**config.mk**
```make
export PLATFORM = sky130hd
export DESIGN_NAME = reorder_buffer
export DESIGN_NICKNAME = d
export VERILOG_FILES = /design/src/rtl/reorder_buffer.sv
export SDC_FILE = /design/constraint.sdc
export NUM_CORES = 2
export LEC_CHECK = 0
export CAP_MARGIN = 20
export CORE_MARGIN = 10
export CORE_UTILIZATION = 25
export CTS_CLUSTER_SIZE = 30
export DETAILED_ROUTE_END_ITERATION = 6
export MAX_ROUTING_LAYER = met4
export PLACE_DENSITY_LB_ADDON = 0.15
export SETUP_SLACK_MARGIN = 0.02
export SLEW_MARGIN = 20
export SYNTH_ARGS = -nofsm -noshare
export SYNTH_HDL_FRONTEND = slang
export SYNTH_SLANG_ARGS = --single-unit
```
**constraint.sdc**
```tcl
create_clock -name clk -period 2.95 [get_ports clk]
set_input_delay 0.59 -clock clk [delete_from_list [all_inputs] [get_ports clk]]
set_output_delay 0.59 -clock clk [all_outputs]
set_load 0.02 [all_outputs]
```
**src/rtl/reorder_buffer.sv**
```systemverilog
`default_nettype none
// +--------------------------------------------------------------------------+
// | reorder_buffer                                                           |
// | 15-entry circular ROB: tag allocation, CDB capture, in-order commit,     |
// | operand bypass and mispredict flush. Tag 0 means "no producer".          |
// | Revision: 1.0                                                            |
// +--------------------------------------------------------------------------+
module reorder_buffer #(
   parameter int XLEN = 32
) (
   input  logic            clk,
   input  logic            reset,
   input  logic            alloc_valid,
   input  logic            alloc_writes,
   input  logic [4:0]      alloc_dest,
   input  logic            alloc_is_store,
   output logic            alloc_ready,
   output logic [3:0]      alloc_tag,
   input  logic            cdb_valid,
   input  logic [3:0]      cdb_tag,
   input  logic [XLEN-1:0] cdb_value,
   input  logic            cdb_mispredict,
   input  logic [3:0]      src1_tag,
   input  logic [3:0]      src2_tag,
   output logic            src1_ready,
   output logic            src2_ready,
   output logic [XLEN-1:0] src1_value,
   output logic [XLEN-1:0] src2_value,
   input  logic            store_ack,
   output logic            commit_valid,
   output logic [3:0]      commit_tag,
   output logic [4:0]      commit_dest,
   output logic [XLEN-1:0] commit_value,
   output logic            commit_regwrite,
   output logic            commit_store,
   output logic            flush
);

   localparam int         NTAGS     = 15;
   localparam logic [3:0] FIRST_TAG = 4'd1;

   // Index 0 exists only so a raw 4-bit tag can address the arrays; it is never made valid.
   logic [15:0]     valid_q, valid_d;
   logic [15:0]     done_q, done_d;
   logic [15:0]     writes_q, writes_d;
   logic [15:0]     is_store_q, is_store_d;
   logic [15:0]     mispredict_q, mispredict_d;
   logic [4:0]      dest_q  [16];
   logic [4:0]      dest_d  [16];
   logic [XLEN-1:0] value_q [16];
   logic [XLEN-1:0] value_d [16];
   logic [3:0]      head_q, head_d;
   logic [3:0]      tail_q, tail_d;
   logic [3:0]      count_q, count_d;

   logic alloc_fire;

   function automatic logic [3:0] tag_inc(input logic [3:0] t);
      return (t == 4'd15) ? FIRST_TAG : t + 4'd1;
   endfunction

   always_comb begin
      commit_valid    = (count_q != 4'd0) && valid_q[head_q] && done_q[head_q] &&
                        (!is_store_q[head_q] || store_ack);
      flush           = commit_valid && mispredict_q[head_q];
      commit_tag      = commit_valid ? head_q : 4'd0;
      commit_dest     = commit_valid ? dest_q[head_q] : 5'd0;
      commit_value    = commit_valid ? value_q[head_q] : '0;
      commit_regwrite = commit_valid && writes_q[head_q] && (dest_q[head_q] != 5'd0);
      commit_store    = commit_valid && is_store_q[head_q];
      alloc_ready     = (count_q < 4'(NTAGS)) && !flush;
      alloc_tag       = tail_q;
      alloc_fire      = alloc_valid && alloc_ready;
   end

   // Same-cycle CDB broadcast takes precedence over the stored copy.
   always_comb begin
      src1_ready = 1'b0;
      src1_value = '0;
      src2_ready = 1'b0;
      src2_value = '0;
      if (src1_tag != 4'd0) begin
         if (cdb_valid && (cdb_tag == src1_tag)) begin
            src1_ready = 1'b1;
            src1_value = cdb_value;
         end else if (valid_q[src1_tag] && done_q[src1_tag]) begin
            src1_ready = 1'b1;
            src1_value = value_q[src1_tag];
         end
      end
      if (src2_tag != 4'd0) begin
         if (cdb_valid && (cdb_tag == src2_tag)) begin
            src2_ready = 1'b1;
            src2_value = cdb_value;
         end else if (valid_q[src2_tag] && done_q[src2_tag]) begin
            src2_ready = 1'b1;
            src2_value = value_q[src2_tag];
         end
      end
   end

   always_comb begin
      valid_d      = valid_q;
      done_d       = done_q;
      writes_d     = writes_q;
      is_store_d   = is_store_q;
      mispredict_d = mispredict_q;
      dest_d       = dest_q;
      value_d      = value_q;
      head_d       = head_q;
      tail_d       = tail_q;
      count_d      = count_q;

      if (alloc_fire) begin
         valid_d[tail_q]      = 1'b1;
         done_d[tail_q]       = 1'b0;
         mispredict_d[tail_q] = 1'b0;
         writes_d[tail_q]     = alloc_writes;
         is_store_d[tail_q]   = alloc_is_store;
         dest_d[tail_q]       = alloc_dest;
         tail_d               = tag_inc(tail_q);
      end

      if (cdb_valid && (cdb_tag != 4'd0) && valid_q[cdb_tag]) begin
         done_d[cdb_tag]       = 1'b1;
         value_d[cdb_tag]      = cdb_value;
         mispredict_d[cdb_tag] = cdb_mispredict;
      end

      if (commit_valid) begin
         valid_d[head_q] = 1'b0;
         head_d          = tag_inc(head_q);
      end

      if (alloc_fire && !commit_valid) begin
         count_d = count_q + 4'd1;
      end else if (commit_valid && !alloc_fire) begin
         count_d = count_q - 4'd1;
      end

      // A mispredict commit discards every younger entry along with this cycle's alloc/CDB.
      if (flush) begin
         valid_d = '0;
         head_d  = FIRST_TAG;
         tail_d  = FIRST_TAG;
         count_d = 4'd0;
      end
   end

   always_ff @(posedge clk) begin
      if (reset) begin
         valid_q      <= '0;
         done_q       <= '0;
         writes_q     <= '0;
         is_store_q   <= '0;
         mispredict_q <= '0;
         for (int i = 0; i < 16; i++) begin
            dest_q[i]  <= '0;
            value_q[i] <= '0;
         end
         head_q  <= FIRST_TAG;
         tail_q  <= FIRST_TAG;
         count_q <= 4'd0;
      end else begin
         valid_q      <= valid_d;
         done_q       <= done_d;
         writes_q     <= writes_d;
         is_store_q   <= is_store_d;
         mispredict_q <= mispredict_d;
         dest_q       <= dest_d;
         value_q      <= value_d;
         head_q       <= head_d;
         tail_q       <= tail_d;
         count_q      <= count_d;
      end
   end

endmodule
`default_nettype wire

```
Word level (Yosys, flattened, before mapping). Cells that the tools add are included.

Output and inout bits: 116. Flip-flop bits (word level): 684. Bits in read-only memories: 0. Bits in latches: 0. Memories: 0. Input bits: 57. Memory bits (writable): 0. Word-level logic and storage cells: 182.

Divide/modulo/power cells: 0. Order comparisons: 16. Add/subtract/negate cells: 4. Bitwise gates (word level): 12. Multiplexer cells: 72. Eq/ne operators: 4. Shift-type cells: 0. Reductions and logical operators: 34. Multipliers: 0.

Operators by type and width (count): $bwmux W512 (1); $mux W32 (14); $bmux W32 S4 (3); $demux W32 S4 (1); $mux W16 (6); $bwmux W80 (1); $and A16 B16 Y16 (3); $bwmux W16 (3); $bmux W1 S4 (10); $not A16 Y16 (2); $or A16 B16 Y16 (2); $ge A5 B5 Y1 const B (5); $lt A4 B5 Y1 const B (5); $not A4 Y5 (5); $logic_and A1 B1 Y1 (22); $bmux W5 S4 (1); $demux W5 S4 (1); $mux W4 (5); $mux W5 (4); $mux W1 (19); $reduce_bool A4 Y1 (4); $add A4 B1 Y4 const B (3); $demux W1 S4 (3); $ge A4 B1 Y1 const B (3); 10 further kinds (16).

Logic depth before layout (Yosys ltp).
Depth after elaboration: 13. Mapped depth: 18. Gate-level depth less buffers: 15.

Worst setup path before layout. No wires, ideal clock.

Path kind: register -> register. Start: register head_q[1]. End: register count_q[3]. Buffers on the path: 1. Setup slack: -0.589 ns. Stages on the path, launching flop included: 17. Data required time: 2.835 ns. Library setup time: 0.115 ns. Arrival: 3.424 ns. Clock period less this slack: 3.539 ns. Path through: dfxtp_1 -> mux4_1 -> mux2_2 -> nand3b_1 -> nand4_4 -> buf_2 -> nor2_1 -> nor2b_1 -> ha_1 -> inv_1 -> ha_1 -> a21o_1 -> a21oi_1 -> xnor2_1 -> nor2_1 -> xnor2_1 -> nor2_1.

Cells in the longest elaborated chain, start to end: 12. Elaborated cells between the ends (all ways): 24. Those cells by class: mux (9); reduce/logical (15).

RTL lines: from (decl) (RTL line 52) `logic [3:0] head_q, head_d;`; from (signal assigned) (RTL line 161) `head_q <= FIRST_TAG;`; from (signal assigned) (RTL line 172) `head_q <= head_d;`; $bmux W1 S4 (on tied branches) (RTL line 63, 64); $mux W1 (on tied branches) (RTL line 63, 64); $logic_and A1 B1 Y1 or $logic_not A1 Y1 (tied branches) (RTL line 63, 64); $logic_and A1 B1 Y1 or $logic_or A1 B1 Y1 (tied branches) (RTL line 63, 64); $logic_and A1 B1 Y1 (RTL line 63) `commit_valid = (count_q != 4'd0) && valid_q[head_q] && done_q[head_q] &&`; $logic_and A1 B1 Y1 * (RTL line 65) `flush = commit_valid && mispredict_q[head_q];`; net flush (RTL line 36) `output logic flush`; $logic_not A1 Y1 (RTL line 71) `alloc_ready = (count_q < 4'(NTAGS)) && !flush;`; $logic_and A1 B1 Y1 (RTL line 71); $logic_and A1 B1 Y1 (RTL line 73) `alloc_fire = alloc_valid && alloc_ready;`; $logic_not A1 Y1 (RTL line 137) `end else if (commit_valid && !alloc_fire) begin`; $logic_and A1 B1 Y1 (RTL line 137); $reduce_bool A2 Y1 (no source line); to (signal assigned) (RTL line 174) `count_q <= count_d;`; to (decl) (RTL line 54) `logic [3:0] count_q, count_d;`.

The timed path passes the listed nets; every way through them passes the cells marked *. The select of a mux whose other input is x is not followed. A chain may end at the register's enable or synchronous reset.

Worst setup path in the final report.
Start: register valid_q[15]. End: output src2_value[31].

Cells in the longest elaborated chain, start to end: 6.

RTL lines: from (decl) (RTL line 43) `logic [15:0] valid_q, valid_d;`; from (signal assigned) (RTL line 165) `valid_q <= valid_d;`; $bmux W1 S4 (RTL line 95) `end else if (valid_q[src2_tag] && done_q[src2_tag]) begin`; $mux W1 (implied by the code) (RTL line 95); $logic_and A1 B1 Y1 (RTL line 95); $mux W32 (RTL line 95); $mux W32 (RTL line 92) `if (cdb_valid && (cdb_tag == src2_tag)) begin`; $mux W32 (RTL line 91) `if (src2_tag != 4'd0) begin`; to (decl) (RTL line 28) `output logic [XLEN-1:0] src2_value,`.

Every way passes these cells. The select of a mux whose other input is x is not followed.

==> flow_summary.toml <==
[detailed_routing]
wl_per_cell_um = 26.2
drtPass1Iterations = 5
wl_mm = 153
avgViaCountPerCell = 5.03
dr_total_vias = 29300
ant_nets = 0
initialDrtViolationCount = 1916
drc_errors = 0

[critical_path]
worstSetupPathType = "reg -> out"
r2r.worst_path.cells = 19
critPathLaunchType = "flop"
worstSetupStartpoint = "valid_q[15]"
critPathCapture = "src2_value[31]"
r2r_start = "head_q[1]"
required_ns = 2.36
cp_max_fo = 7
regToRegSetupSlack_ns = -0.33
cp.arrival_ns = 3.01
reg2reg_to = "count_q[3]"
crit_path_end_kind = "output port"

[global_routing]
grt_antenna_before_repair = 2
busiest_layer = "met2"
grt_util_met1_pct = 22.4
use_met3_pct = 2.21
grt_first_pass_wirelength_mm = 219
grtUsageTotal_pct = 17.4
gr-total-overflow = 0
first_global_vias = 30000
met2_usage_pct = 28.8
grt_max_degree = 176

[place]
placed_area_um2 = 46600
place_congestion = 0.754
port_buffers = 172
place_ws_ns = -0.896
dp_hpwl_mm = 99.1

[logic_synthesis]
synth_cell_types = 51
seq_area_frac_synth_pct = 35.1
syn_nets = 3425
netlist_top_cells_area = "dfxtp_1 (35%), mux4_2 (31%), mux2i_1 (16%)"
synth_top_family_by_area = "multiplexers"
synth.top_cell.area_share_pct = 35.1
synth_edf_count = 0
yosysWarningCount = 0
synthMuxAreaShare_pct = 46.6
postSynthAreaPerCell_um2 = 11.6
synthArstFlopShare_pct = 0
synthXorXnorAreaFrac_pct = 0.314
netlist_area_um2 = 39000
yosys_most_used_dff = "dfxtp_1"
synth-simple-area-share_pct = 9.95
ys_ff_latch = 684
netlist_instances = 3356
synth_adder_area_share_pct = 0.404
synth-compound-area-share_pct = 2.87
yosysTopAreaCell = "dfxtp_1"

[pwr]
totalPowerFinal_mw = 22.2
power.switching_mw = 5.57
p_per_area_nw_per_um2 = 429
pwr-share-clk_pct = 50.1
sw_frac_of_total_pct = 25.0
p_int_mw = 16.7
p_comb_share_pct = 8.0
ir_worst_vdd_v = 0.000437
power_frac_seq_pct = 41.8
power_leakage_nw = 20.5

[layout]
stdcell_area_um2 = 51800
areaGrowthSynthToFinish_pct = 32.9
seq_area_um2 = 13700
post-route-util_pct = 33.5
final_cell_mix = "dfxtp_1 (666), mux2i_1 (602), mux4_2 (537)"
nets = 3779
mostFrequentLayoutCell = "dfxtp_1"
multi_input_area_um2 = 24500
fill_cells = 15500
drive_above_1_share_pct = 38.9

[floorplanning]
start_util_pct = 25.2
io_pins = 173
die_area_um2 = 172000
rows = 144
core_um2 = 155000
die_h_um = 415
die_w_um = 415

[timing]
fin_skew_ns = 0.0227
setup_tns_ns = -54.61
period_minus_slack_ns = 3.60
tightest_slew_ns = 1.02
relSlewSlack_pct = 32.3
timing.fmax_ghz = 0.278
drv_slew = 0
finalSetupViolations = 115
hold_viol = 0
rsz0062_at_grt = "yes"
fin_crit_sh_pct = 122
setup_ws_ns = -0.649

[clock_tree]
clk_pin_slew_ns = 0.06
cts.sinks = 684
cts_tree = "yes"
clock_latency_ns = 0.70
root_buffer = "clkbuf_16"
cts_made_buffers = 88
cts_buffer_depth = 3
cts_htree_levels = 3

[hold_path]
worstHoldStart = "reset"
worstHoldPathType = "in -> reg"

[run_status]
outcome = "finished, violations left"
violations = "setup timing"

[run]
maxCapViolations = 0
metal layers:
metal	share of wire, %	up-vias
li1	-	13100
met1	44	15300
met2	49	701
met3	4.0	177
met4	2.6	0
met5	0	-
stage by stage:
step / hold slack [ns] / cells
after floorplan: 0.432 / 3356
after CTS: 0.405 / 5806
after global placement: 0.442 / 5577
after detailed placement: 0.446 / 5577
after global routing: 0.450 / 5823
final: 0.434 / 5823
flip-flops by register name, indices dropped and copies added, names as in the netlist:
register      flops
value_q         512
dest_q           80
alloc_tag         4
head_q            4
writes_q         16
count_q           4
mispredict_q     16
is_store_q       16
done_q           16
valid_q          16
critical path, cell delays in order, from the launching register on:
cell	delay, ns
dfxtp_2	0.34
nand2_2	0.07
mux4_2	0.49
mux4_2	0.53
a21o_4	0.37
buf_6	0.18
a21oi_2	0.09
buf_4	0.13
buf_6	0.11
cell type report:
cell class	count	area share (%)
clock buffer	125	4.81
sequential	684	26.5
timing repair buffer	645	15.3
clock inverter	32	0.869
tap	2044	4.94
inverter	29	0.254
antenna	2	0.00966
multi-input combinational	2262	47.3
how the worst min path moves through the flow:
stage                    to  slack (ns)  cells past startpoint
2_1_floorplan  writes_q[14]        0.43                      2
3_5_place_dp   writes_q[14]        0.45                      2
6_report       value_q[305]        0.43                      3
5_1_grt          dest_q[37]        0.45                      4
4_1_cts          dest_q[38]        0.40                      4
3_3_place_gp    writes_q[3]        0.44                      2
power by group through the flow:
stage / clock (mW) / combinational [mW] / sequential (mW)
finish: 11.1 / 1.79 / 9.31
global route: 11.8 / 1.90 / 9.31
CTS: 11.5 / 1.73 / 9.31
detailed placement: 0 / 1.71 / 9.51
global placement: 0 / 1.72 / 9.51
floorplan: 0 / 0.911 / 9.51
cells in the mapped netlist (3+ instances only):
master and instances:
dfxtp_1 684, nor2b_1 40, a41o_1 6, buf_6 9, mux4_2 535, nor3_1 10
xor2_1 8, a22o_1 7, nor3b_1 7, o2111ai_1 13, o22ai_1 5, a221oi_1 14
inv_1 25, nand3_1 8, mux2i_1 605, a21o_1 3, and2_1 47, ha_1 11
nor2_1 516, xnor2_1 6, nand2_1 286, nand3b_1 3, o21ai_0 3, a21oi_1 77
inv_2 4, and3_1 11, o2111a_1 3, buf_4 36, buf_2 89, buf_1 23
clkbuf_1 224, a31o_2 13
what timing repair did:
action | CTS | global route
cloned | 20 | 8
gates resized for setup | 648 | 207
setup endpoints to repair | 275 | 327
pin swaps | 26 | 17
setup buffers | 59 | 18
hold buffers | 0 | 0
logic make-up (layout without fill, tap and decap cells):
logic type,after synthesis,in the layout
AO/OA/AOI/OAI,156,156
other,0,2
buffers and inverters,410,831
XOR/XNOR,14,14
AND/OR/NAND/NOR,937,937
flip-flops,684,684
multiplexers,1143,1143
adder cells (fa/ha/maj),12,12
Power figures use the tool's default switching activity.
